File: config.mk
export PLATFORM = sky130hd
export DESIGN_NAME = jericalla_sequencer
export DESIGN_NICKNAME = d
export VERILOG_FILES = /design/src/rtl/jericalla_sequencer.sv
export SDC_FILE = /design/constraint.sdc
export NUM_CORES = 1
export LEC_CHECK = 0
export CELL_PAD_IN_SITES_DETAIL_PLACEMENT = 1
export CELL_PAD_IN_SITES_GLOBAL_PLACEMENT = 1
export CORE_ASPECT_RATIO = 0.8
export CORE_MARGIN = 3
export CORE_UTILIZATION = 45
export CTS_CLUSTER_DIAMETER = 30
export DETAILED_ROUTE_END_ITERATION = 10
export HOLD_SLACK_MARGIN = 0.15
export PLACE_DENSITY_LB_ADDON = 0.1
export SLEW_MARGIN = 5
export SYNTH_ARGS = -nofsm -noshare
export SYNTH_HDL_FRONTEND = slang
export SYNTH_SLANG_ARGS = --single-unit
File: constraint.sdc
create_clock -name clk_jericalla -period 6.7 [get_ports clk_jericalla]
set_clock_uncertainty 0.05 [all_clocks]
set_input_delay 1.675 -clock clk_jericalla [delete_from_list [all_inputs] [get_ports clk_jericalla]]
set_output_delay 1.675 -clock clk_jericalla [all_outputs]
set_load 0.02 [all_outputs]
File: src/rtl/jericalla_sequencer.sv
// Program sequencer for the JERICALLA_EVO datapath: a small program RAM stepped through
// on start, with each instruction held on the datapath for HOLD_CYCLES, plus local BZ/HALT.
module jericalla_sequencer #(
  parameter int ADDR_W      = 5,
  parameter int HOLD_CYCLES = 5
) (
  input  logic              clk_jericalla,
  input  logic              rst_n_jericalla,
  input  logic              prog_we,
  input  logic [ADDR_W-1:0] prog_addr,
  input  logic [17:0]       prog_data,
  input  logic              start,
  input  logic              abort,
  input  logic [ADDR_W-1:0] last_addr,
  input  logic              zf_jericalla,
  output logic [17:0]       instruccion,
  output logic              instr_valid,
  output logic              busy,
  output logic              done,
  output logic [ADDR_W-1:0] pc,
  output logic [7:0]        instr_count
);

  localparam int DEPTH  = 1 << ADDR_W;
  localparam int HOLD_W = (HOLD_CYCLES > 1) ? $clog2(HOLD_CYCLES) : 1;
  localparam logic [HOLD_W-1:0] HOLD_LOAD = HOLD_W'(HOLD_CYCLES - 1);
  localparam logic [2:0] OP_BZ   = 3'b110;
  localparam logic [2:0] OP_HALT = 3'b111;

  typedef enum logic [2:0] {
    IDLE,
    FETCH,
    EXEC,
    BRANCH,
    DONE
  } state_t;

  state_t             state;
  logic [17:0]        mem [DEPTH];
  logic [HOLD_W-1:0]  hold_cnt;
  logic [17:0]        fetch_word;
  logic [2:0]         fetch_op;
  logic [ADDR_W-1:0]  branch_target;
  logic [ADDR_W-1:0]  pc_inc;
  logic               at_last;

  assign fetch_word    = mem[pc];
  assign fetch_op      = fetch_word[17:15];
  assign branch_target = fetch_word[ADDR_W-1:0];
  assign pc_inc        = pc + ADDR_W'(1);
  assign at_last       = (pc == last_addr);

  assign busy = (state != IDLE);
  assign done = (state == DONE);

  // Program RAM is deliberately left unreset so a reset mid-run keeps the loaded program.
  always_ff @(posedge clk_jericalla) begin
    if (prog_we && state == IDLE)
      mem[prog_addr] <= prog_data;
  end

  always_ff @(posedge clk_jericalla or negedge rst_n_jericalla) begin
    if (!rst_n_jericalla) begin
      state       <= IDLE;
      instruccion <= '0;
      instr_valid <= 1'b0;
      pc          <= '0;
      instr_count <= '0;
      hold_cnt    <= '0;
    end else if (abort && state != IDLE) begin
      state       <= IDLE;
      instr_valid <= 1'b0;
    end else begin
      case (state)
        IDLE: begin
          if (start && !abort) begin
            pc          <= '0;
            instr_count <= '0;
            state       <= FETCH;
          end
        end
        FETCH: begin
          if (fetch_op == OP_HALT) begin
            state <= DONE;
          end else if (fetch_op == OP_BZ) begin
            state <= BRANCH;
          end else begin
            instruccion <= fetch_word;
            instr_valid <= 1'b1;
            instr_count <= instr_count + 8'd1;
            hold_cnt    <= HOLD_LOAD;
            state       <= EXEC;
          end
        end
        EXEC: begin
          if (hold_cnt == '0) begin
            instr_valid <= 1'b0;
            if (at_last) begin
              state <= DONE;
            end else begin
              pc    <= pc_inc;
              state <= FETCH;
            end
          end else begin
            hold_cnt <= hold_cnt - HOLD_W'(1);
          end
        end
        BRANCH: begin
          // A taken branch deliberately bypasses the last_addr test.
          if (zf_jericalla) begin
            pc    <= branch_target;
            state <= FETCH;
          end else if (at_last) begin
            state <= DONE;
          end else begin
            pc    <= pc_inc;
            state <= FETCH;
          end
        end
        DONE: begin
          state <= IDLE;
        end
        default: begin
          state <= IDLE;
        end
      endcase
    end
  end

endmodule

Word level (Yosys, flattened, before mapping) --
Memory sizes are Yosys's and may differ from the RTL's. Index checks and enable logic that the tools add are counted.
Word-level totals: input port bits 34, register bits 38, memories kept 1, RAM bits 576, word-level logic and storage cells 74, output and inout bits 34
Operators by class: equality and inequality tests 16, bitwise operators 3, reductions and logical operators 17, add/subtract/negate cells 3, muxes and demuxes 28
Memories:
- mem | depth 32, bits a word 18, rd ports 1, clocked after memory_dff 0, wr ports 1, RTL line 39 | logic [17:0] mem [DEPTH];
Operator list (count):
- $mux 3 | 9
- $mux 8 | 3
- $mux 5 | 4
- $pmux 8 s2 | 1
- $pmux 5 s3 | 1
- $pmux 3 s4 | 1
- $reduce_and 4->1 | 3
- $reduce_and 5->1 | 2
- $eq 3x3->1 const B | 3
- $ne 3x3->1 const B | 3
- $reduce_bool 3->1 | 3
- $add 8x1->8 const B | 1
- $ne 2x2->1 const B | 4
- $mux 1 | 7
- $eq 3x2->1 const B | 2
- $logic_not 3->1 | 2
- $pmux 3 s2 | 1
- $add 5x1->5 const B | 1
- $eq 5x5->1 | 1
- $reduce_bool 2->1 | 2
- $eq 3x1->1 const B | 1
- $logic_and 1x1->1 | 3
- $ne 3x1->1 const B | 1
- $not 1->1 | 3
- 5 further kinds | 5

Depth between registers and ports, before layout --
Gate-level depths: netlist (run 1). An unclocked memory read counts as a cell.
depth after elaboration 6, mapped depth 11, gate-level depth less buffers 9

Worst setup path after synthesis (run 1) --
Ideal clock, no wire load.
path kind input port to flip-flop, from in prog_addr[1], to mem mem[12][0] (enable), path slack 3.245 ns, path buffers 1, data required time 6.257 ns, data arrival time 3.013 ns, stages on the path 3, setup time 0.393 ns, cells stage by stage or3_1 clkbuf_1 nor2_1
RTL lines:
- start, declared | RTL line 10 | input logic [ADDR_W-1:0] prog_addr,
- end, declared | RTL line 39
Straight into the memory's write port.

Final worst setup path (run 1) --
from reg state[0], to out busy
Between the ends: cells in the longest elaborated chain, start to end 1
RTL lines:
- start, declared | RTL line 38 | state_t state;
- start signal, assigned | RTL line 64 | state <= IDLE;
- start signal, assigned | RTL line 71 | state <= IDLE;
- start signal, assigned | RTL line 79 | state <= FETCH;
- $reduce_bool 3->1 | RTL line 53 | assign busy = (state != IDLE);
- end, declared | RTL line 18 | output logic busy,
No other way between the ends.

==> results_dict.tcl, run 1 <==
set metrics [dict create \
    worstSetupPathType "reg2out" \
    grt_overflow 0 \
    postPlaceCellArea_mm2 0.0256 \
    fin_nets 1293 \
    dieArea_mm2 0.0563 \
    max_freq_mhz 235 \
    syn_inst 1099 \
    drtPass1Iterations 5 \
    drt_iter0_markers 1432 \
    max-slew-margin-rel_pct 8.98 \
    wl_mm 67.3 \
    cts_tree "yes" \
    start_util_pct 45.7 \
    period_needed_ps 4260 \
    cp_data_arrival_time_ps 2540 \
    synthFlopType "edfxtp_1" \
    die_w_um 265 \
    routedWlPerCell_um 32.9 \
    finalHoldViolations 0 \
    setup-violations-final 0 \
    outcome "complete, no violations" \
    layout-drive-gt1-share_pct 35.9 \
    async_flop_share_pct 6.19 \
    synth-seq-cells 614 \
    final_core_util_pct 56.1 \
    p_leak_nw 9.41 \
    io_buffer_count 67 \
    routabilityCongestion 0.816 \
    postLayoutCellArea_mm2 0.0295 \
    synth_nets 1137 \
    postCtsSetupBuffers 0 \
    clock_latency_ps 660 \
    antennaDiodeCount 0 \
    drc 0 \
    hpwl_mm 42.2 \
    cts_root_buf "clkbuf_16" \
    finalSetupTns_ps 0 \
    yosysUniqueCellTypes 51 \
    rsz0062_at_grt "false" \
    rows 75 \
    cts_buffers 110 \
    crit_fanout 14 \
    syn_area_mm2 0.0241 \
    viasPerCell 6.00 \
    grt_usage_pct 24.5 \
    cts_resized 0 \
    power_density_mw_per_mm2 405 \
    cts_buffer_depth 3 \
    start_kind "flip-flop" \
    antenna_found_initial 8 \
    n_fill_cell 4439 \
    yosysSeqAreaShare_pct 75.8 \
    slew_viol_final 0 \
    cts_hold_buf 0 \
    grt_pass1_vias 12400 \
    grt_pass1_wl_mm 96.0 \
    ioPinCount 68 \
    fin_crit_sh_pct 63.6 \
    cts_max_level 3 \
    clk_pin_slew_worst_paths_ps 50 \
    hold_class "reg2reg" \
    critPathCaptureType "output port" \
    synthToLayoutAreaGrowth_pct 22.6 \
    syn_area_per_cell_um2 21.9 \
    clkSinkCount 614 \
    vias 12300 \
    chipHeight_um 213 \
    tightest_slew_ps 1360 \
    coreArea_mm2 0.0526 \
    place_inst 1835 \
    drv_cap 0 \
    grt_max_degree 58 \
    ant_nets 0 \
    yosys_warnings 0 \
    worstPathRequired_ps 4970 \
    synth-edff-count 576 \
    final-instance-count-excl-fill 2043 \
    hold-worst-slack_ps 438 \
    vdd_ir_drop_max_uv 252 \
]
[registers in the layout, indices dropped and copies added, names as in the netlist]
signal	flops
instr_count	8
hold_cnt	3
state	3
instr_valid	1
pc	5
instruccion	18
mem	576
[synthesized netlist by cell type (4+ instances only)]
cell	number	share of area, %
edfxtp_1	576	72
buf_6	4	0.19
ha_1	4	0.21
nand4_1	4	0.10
nor2_1	45	0.70
mux2_2	32	1.5
mux2i_1	22	0.91
inv_1	10	0.16
nand3_1	16	0.33
buf_4	7	0.22
nand2_1	25	0.39
or3b_2	4	0.15
buf_2	17	0.35
o21ai_0	13	0.27
clkbuf_1	21	0.33
a22oi_1	4	0.12
a21oi_1	12	0.25
dfrtp_1	38	4.0
and2_1	4	0.10
nor2b_1	7	0.18
mux4_2	168	16
buf_1	5	0.078
nand3b_1	7	0.22
nor3_1	6	0.12
and3_1	4	0.10
[metrics by stage]
stage	total power, W	setup slack (ps)
2_1_floorplan	0.00551	3240
3_3_place_gp	0.00622	2160
3_5_place_dp	0.00624	2160
4_1_cts	0.0120	2410
5_1_grt	0.0123	2230
6_report	0.0120	2440
[worst max-delay path, cell delays in order (launching register included)]
cell             delay, ps
dfrtp_1                540
nor3_1                 580
inv_1                  180
clkdlybuf4s50_1        580
[report_power, final]
group | total (W) | switching, W | internal [W]
combinational | 0.00167 | 0.000907 | 0.000765
clock | 0.00580 | 0.00197 | 0.00383
sequential | 0.00448 | 0.000161 | 0.00432
total | 0.0120 | 0.00304 | 0.00892
[cell usage in the layout (no fill, tap or decap), types with 8 or more instances in the layout]
cell type        Yosys  final
nand3_1             16     16
nor2_1              45     13
o21ai_0             13     13
buf_4                7     30
mux2_2              32     32
edfxtp_1           576    576
clkinvlp_4           0     19
bufinv_16            0     20
a21oi_1             12     12
dfrtp_1             38     33
nor2_2               0     32
nand2_1             25     25
clkinv_2             0     21
clkinv_4             0     11
mux2i_1             22     22
buf_2               17     12
clkbuf_16            0    111
mux4_2             168    168
clkdlybuf4s50_1      0     55
inv_6                0      8
inv_1               10     10
[path summary, 6_finish.rpt]
path                                      start              end  depth (start not counted)  slack [ps]
max in group asynchronous       rst_n_jericalla            pc[0]                          2        4990
worst max register to register            pc[0]   instr_count[7]                          8        2550
worst min-delay path            instruccion[15]  instruccion[15]                          1         440
worst min register to register  instruccion[15]  instruccion[15]                          1         440
worst max-delay path                   state[0]             busy                          3        2440
min in group asynchronous       rst_n_jericalla   instr_count[3]                          2        1100
[logic make-up (layout without fill, tap and decap cells)]
group,count (synthesis),after routing,share of synthesized area [%]
multiplexers,225,225,18.3
XOR/XNOR,5,5,0.182
flip-flops,614,614,75.8
AO/OA/AOI/OAI,47,47,1.19
buffers and inverters,65,316,1.34
AND/OR/NAND/NOR,139,139,2.99
adder cells (fa/ha/maj),4,4,0.208
[routing by layer]
layer / track usage, % / wire (µm)
met2: 35.6 / 30000
met3: 4.87 / 4800
met5: 0 / 12
met4: 5.22 / 1030
met1: 38.8 / 31500
[cell type report]
| class | instances | area (µm²) | area share, % |
|---|---|---|---|
| clock buffer | 118 | 2810 | 9.53 |
| clock inverter | 89 | 1090 | 3.70 |
| inverter | 11 | 41.3 | 0.140 |
| multi-input combinational | 420 | 5580 | 18.9 |
| sequential | 614 | 18300 | 61.9 |
| tap | 693 | 867 | 2.94 |
| timing repair buffer | 98 | 863 | 2.92 |
Note: power is estimated with default switching activity, not from simulation.
==> inputs of run 2 (changes only) <==
- clock period: 6.7 -> 3.66 ns (I/O delays scaled with it)
==> run 2 against run 1 <==
Net effect: first-iteration DRC count is 0.14% higher; worst setup slack lost 2100 ps; clock power up 90%.
==> results_dict.tcl, run 2 (same netlist as run 1, synthesis figures left out) <==
set metrics [dict create \
    outcome "complete, no violations" \
    die_w_um 265 \
    r2r_start "pc[0]" \
    vdd_ir_drop_max_uv 537 \
    n_fill_cell 4410 \
    place_inst 1900 \
    coreArea_mm2 0.0526 \
    hold_class "reg2reg" \
    antenna_found_initial 3 \
    crit_chain "buf_4 -> clkdlybuf4s50_1" \
    cts_buffer_depth 3 \
    routedWlPerCell_um 29.7 \
    multi_input_area_mm2 0.00558 \
    layout_commonest_cell "edfxtp_1" \
    holdCritStartpoint "instruccion[0]" \
    hpwl_mm 38.3 \
    fin_crit_sh_pct 90.8 \
    wl_mm 63.1 \
    finalHoldViolations 0 \
    grt_max_degree 74 \
    ioPinCount 68 \
    io_buffer_count 67 \
    drt_iter0_markers 1434 \
    postCtsSetupBuffers 0 \
    grt_overflow 0 \
    drc 0 \
    largest_register "mem" \
    slew_viol_final 0 \
    final_core_util_pct 57.6 \
    grt_usage_pct 23.2 \
    chipHeight_um 213 \
    clkSinkCount 614 \
    largest_reg_flops 576 \
    cts_buffers 116 \
    drv_cap 0 \
    grt_pass1_wl_mm 93.0 \
    viasPerCell 5.85 \
    period_needed_ps 3320 \
    hold_end "instruccion[0]" \
    ant_nets 0 \
    finalSetupTns_ps 0 \
    setup-violations-final 0 \
    worst_path_max_delay_cell "clkdlybuf4s50_1" \
    start_util_pct 45.7 \
    reg2regPathDepth 8 \
    fin_nets 1364 \
    worstSetupPathType "reg2out" \
    rows 75 \
    layout-drive-gt1-share_pct 38.8 \
    routabilityCongestion 0.768 \
    worstHoldPathCells 1 \
    max_freq_mhz 301 \
    cp_data_arrival_time_ps 2360 \
    cts_max_level 3 \
    clock_latency_ps 660 \
    timing.rr.end "instruccion[10]" \
    max-slew-margin-rel_pct 25.6 \
    regArea_mm2 0.0183 \
    final_cell_mix "edfxtp_1 (576), mux4_2 (168), clkbuf_16 (118)" \
    tightest_slew_ps 1110 \
    p_leak_nw 9.88 \
    vias 12400 \
    grt_pass1_vias 13100 \
    power_density_mw_per_mm2 725 \
    critPathCaptureType "output port" \
    crit_fanout 16 \
    final-instance-count-excl-fill 2122 \
    antennaDiodeCount 0 \
    clk_pin_slew_worst_paths_ps 50 \
    worstPathRequired_ps 2690 \
    start_kind "flip-flop" \
    max_stage_delay_ps 660 \
    ff2ff_setup_slack_ps 540 \
    drtPass1Iterations 5 \
    dieArea_mm2 0.0563 \
    cts_tree "yes" \
    cts_root_buf "clkbuf_16" \
    synthToLayoutAreaGrowth_pct 26.1 \
    reg_top3 "mem (576), instruccion (18), instr_count (8)" \
    rsz0062_at_grt "false" \
]
## run 2: cell types whose count changed in the layout (fill, tap and decap cells not counted), sizes merged, moves of 2 or more
cell | before | now
buf | 43 | 96
bufinv | 20 | 15
clkbuf | 118 | 124
clkdlybuf4s50 | 55 | 66
clkinvlp | 19 | 17
inv | 21 | 36
## run 2: stage by stage
step                total power, W  setup slack, ps  area (µm²)  hold WS (ps)
finish                      0.0220              337       30300           448
global route                0.0228              247       30300           489
CTS                         0.0222              176       30300           447
detailed placement          0.0112              554       26200           430
global placement            0.0111              544       26200           422
floorplan                   0.0101              772       24100           458
## run 2: how the worst max path moves through the flow
stage	start	endpoint	slack (ps)	cells after the start
floorplan	pc[0]	instruccion[10]	770	7
global placement	pc[0]	instruccion[9]	540	8
detailed placement	pc[0]	instruccion[7]	550	8
CTS	state[0]	busy	180	3
global route	state[0]	busy	250	3
finish	pc[4]	pc[4]	340	2
## run 2: worst max-delay path, delay by kind of cell, from the launching register on
| family | cells | cell delay, ps |
|---|---|---|
| flops | 1 | 640 |
| buf+inv | 2 | 1040 |
## run 2: what timing repair did
item,CTS,global route
endpoints found under the hold margin,5,0
hold buffers,1,0
endpoints found under the setup margin,0,1
gates resized for setup,0,1
## run 2: metal layers
metal	GRT usage (%)	vias up	routed length, µm
met5	0	-	40
met4	5.88	6	1030
met3	5.07	80	3860
met2	34.0	415	28400
met1	35.6	6790	29800
li1	-	5121	-
## run 2: cell type report
class / count / area share, %
clock buffer: 124 / 9.90
clock inverter: 97 / 3.74
inverter: 11 / 0.136
multi-input combinational: 420 / 18.4
sequential: 614 / 60.2
tap: 693 / 2.86
timing repair buffer: 163 / 4.78
## run 2: power breakdown
| group | leakage (nW) | switching [W] | internal (W) |
|---|---|---|---|
| registers | 5.66 | 0.000195 | 0.00791 |
| clock network | 1.98 | 0.00387 | 0.00713 |
| logic | 2.24 | 0.00143 | 0.00145 |
| total | 9.88 | 0.00549 | 0.0165 |
==> inputs of run 3 (changes only) <==
- SETUP_SLACK_MARGIN: not set -> 0.3
- clock period: 3.66 -> 3.9 ns (I/O delays scaled with it)
==> run 3 against run 2 <==
Net effect: wire length grew 3.0%; power shrank 7.0%; global-route usage increased by 0.48 points; critical path type unchanged; critical path depth grew 2; utilization is 0.36 points lower; largest cell class unchanged; register-to-register slack better by 190 ps; critical endpoint is now busy; non-clock buffer count decreased by 16; via count is 0.93% lower; worst hold slack lost 220 ps; die area did not move; final area is 0.62% lower.
==> results_dict.tcl, run 3 (same netlist as run 1, synthesis figures left out) <==
set metrics [dict create \
    outcome "complete, no violations" \
    clkSinkCount 614 \
    ant_nets 0 \
    period_needed_ps 3470 \
    fin_crit_sh_pct 88.9 \
    hold_class "in2async" \
    cts_buffer_depth 3 \
    slew_viol_final 0 \
    cts_root_buf "clkbuf_16" \
    rows 75 \
    max_freq_mhz 288 \
    hold-worst-slack_ps 228 \
    antennaDiodeCount 0 \
    io_buffer_count 67 \
    grt_overflow 0 \
    fin_nets 1345 \
    reg_top3 "mem (576), instruccion (18), instr_count (8)" \
    final_cell_mix "edfxtp_1 (576), mux4_2 (168), clkbuf_16 (115)" \
    routabilityCongestion 0.784 \
    viasPerCell 5.86 \
    power_density_mw_per_mm2 678 \
    drt_iter0_markers 1366 \
    multi_input_area_mm2 0.00558 \
    antenna_found_initial 1 \
    grt_pass1_vias 13000 \
    grt_max_degree 89 \
    start_util_pct 45.7 \
    synthToLayoutAreaGrowth_pct 25.3 \
    cts_buffers 113 \
    wl_mm 65.0 \
    hpwl_mm 39.0 \
    p_leak_nw 9.75 \
    grt_usage_pct 23.7 \
    vdd_ir_drop_max_uv 505 \
    setup-violations-final 0 \
    max-slew-margin-rel_pct 18.0 \
    vias 12300 \
    postLayoutCellArea_mm2 0.0302 \
    dieArea_mm2 0.0563 \
    routedWlPerCell_um 31.0 \
    finalHoldViolations 0 \
    finalPower_w 0.0204 \
    postPlaceCellArea_mm2 0.0262 \
    die_w_um 265 \
    clock_latency_ps 660 \
    regArea_mm2 0.0183 \
    crit_fanout 14 \
    start_kind "flip-flop" \
    layout_commonest_cell "edfxtp_1" \
    worstPathRequired_ps 2870 \
    drc 0 \
    drtPass1Iterations 5 \
    clk_pin_slew_worst_paths_ps 50 \
    cp_data_arrival_time_ps 2440 \
    coreArea_mm2 0.0526 \
    finalSetupTns_ps 0 \
    cts_hold_buf 0 \
    n_fill_cell 4392 \
    layout-drive-gt1-share_pct 37.0 \
    rsz0062_at_grt "false" \
    largest_register "mem" \
    chipHeight_um 213 \
    worstSetupPathType "reg2out" \
    grt_pass1_wl_mm 93.9 \
    largest_reg_flops 576 \
    cts_tree "yes" \
    ioPinCount 68 \
    drv_cap 0 \
    tightest_slew_ps 1230 \
    critPathCaptureType "output port" \
    cts_max_level 3 \
]
-- run 3: cell types whose count changed in the layout (fill, tap and decap cells not counted), sizes merged --
cell         previous run  this run
inv                    36        18
bufinv                 15        20
buf                    96        81
clkbuf                124       133
clkinv                 40        35
dlygate4sd3             1         0
-- run 3: per-stage QoR --
stage	cells	utilization [%]	setup slack, ps
2_1_floorplan	1099	-	1010
3_3_place_gp	1885	49.7	583
3_5_place_dp	1885	49.7	616
4_1_cts	2097	57.3	390
5_1_grt	2097	57.3	308
6_report	2097	57.3	432
-- run 3: report_power, final --
| group | switching [W] | internal (W) | total, W |
|---|---|---|---|
| combinational | 0.00138 | 0.00134 | 0.00272 |
| sequential | 0.000149 | 0.00743 | 0.00758 |
| clock | 0.00335 | 0.00678 | 0.0101 |
-- run 3: critical path, cell delays in order (launching register included) --
cell and delay, ps:
dfrtp_1 370, buf_4 190, nor3_1 490, inv_1 170
clkdlybuf4s50_1 580
-- run 3: worst paths after layout --
path                        slack, ps  depth (start not counted)         endpoint            start
max                               430                          4             busy         state[0]
min                               230                          1  instruccion[16]  rst_n_jericalla
max reg2reg                       730                          8   instruccion[7]            pc[0]
min reg2reg                       440                          1   instruccion[0]   instruccion[0]
max in group asynchronous        2930                          2   instruccion[9]  rst_n_jericalla
min in group clk_jericalla        440                          1   instruccion[0]   instruccion[0]
-- run 3: repair_timing --
action                                  in CTS  in global routing
resized for setup                            1                  0
setup buffers                                0                  0
endpoints found under the setup margin       1                  0
-- run 3: layout make-up --
class,count,share of cell area (%)
clock buffer,133,9.87
clock inverter,79,3.40
inverter,11,0.137
multi-input combinational,420,18.5
sequential,614,60.6
tap,693,2.88
timing repair buffer,147,4.66
-- run 3: metal layers --
layer	vias to the layer above	global-route usage [%]	routed length, µm
met5	-	0	11
met4	2	4.95	896
met3	77	5.35	4600
met2	462	35.1	29500
met1	6693	36.4	30000
li1	5062	-	-
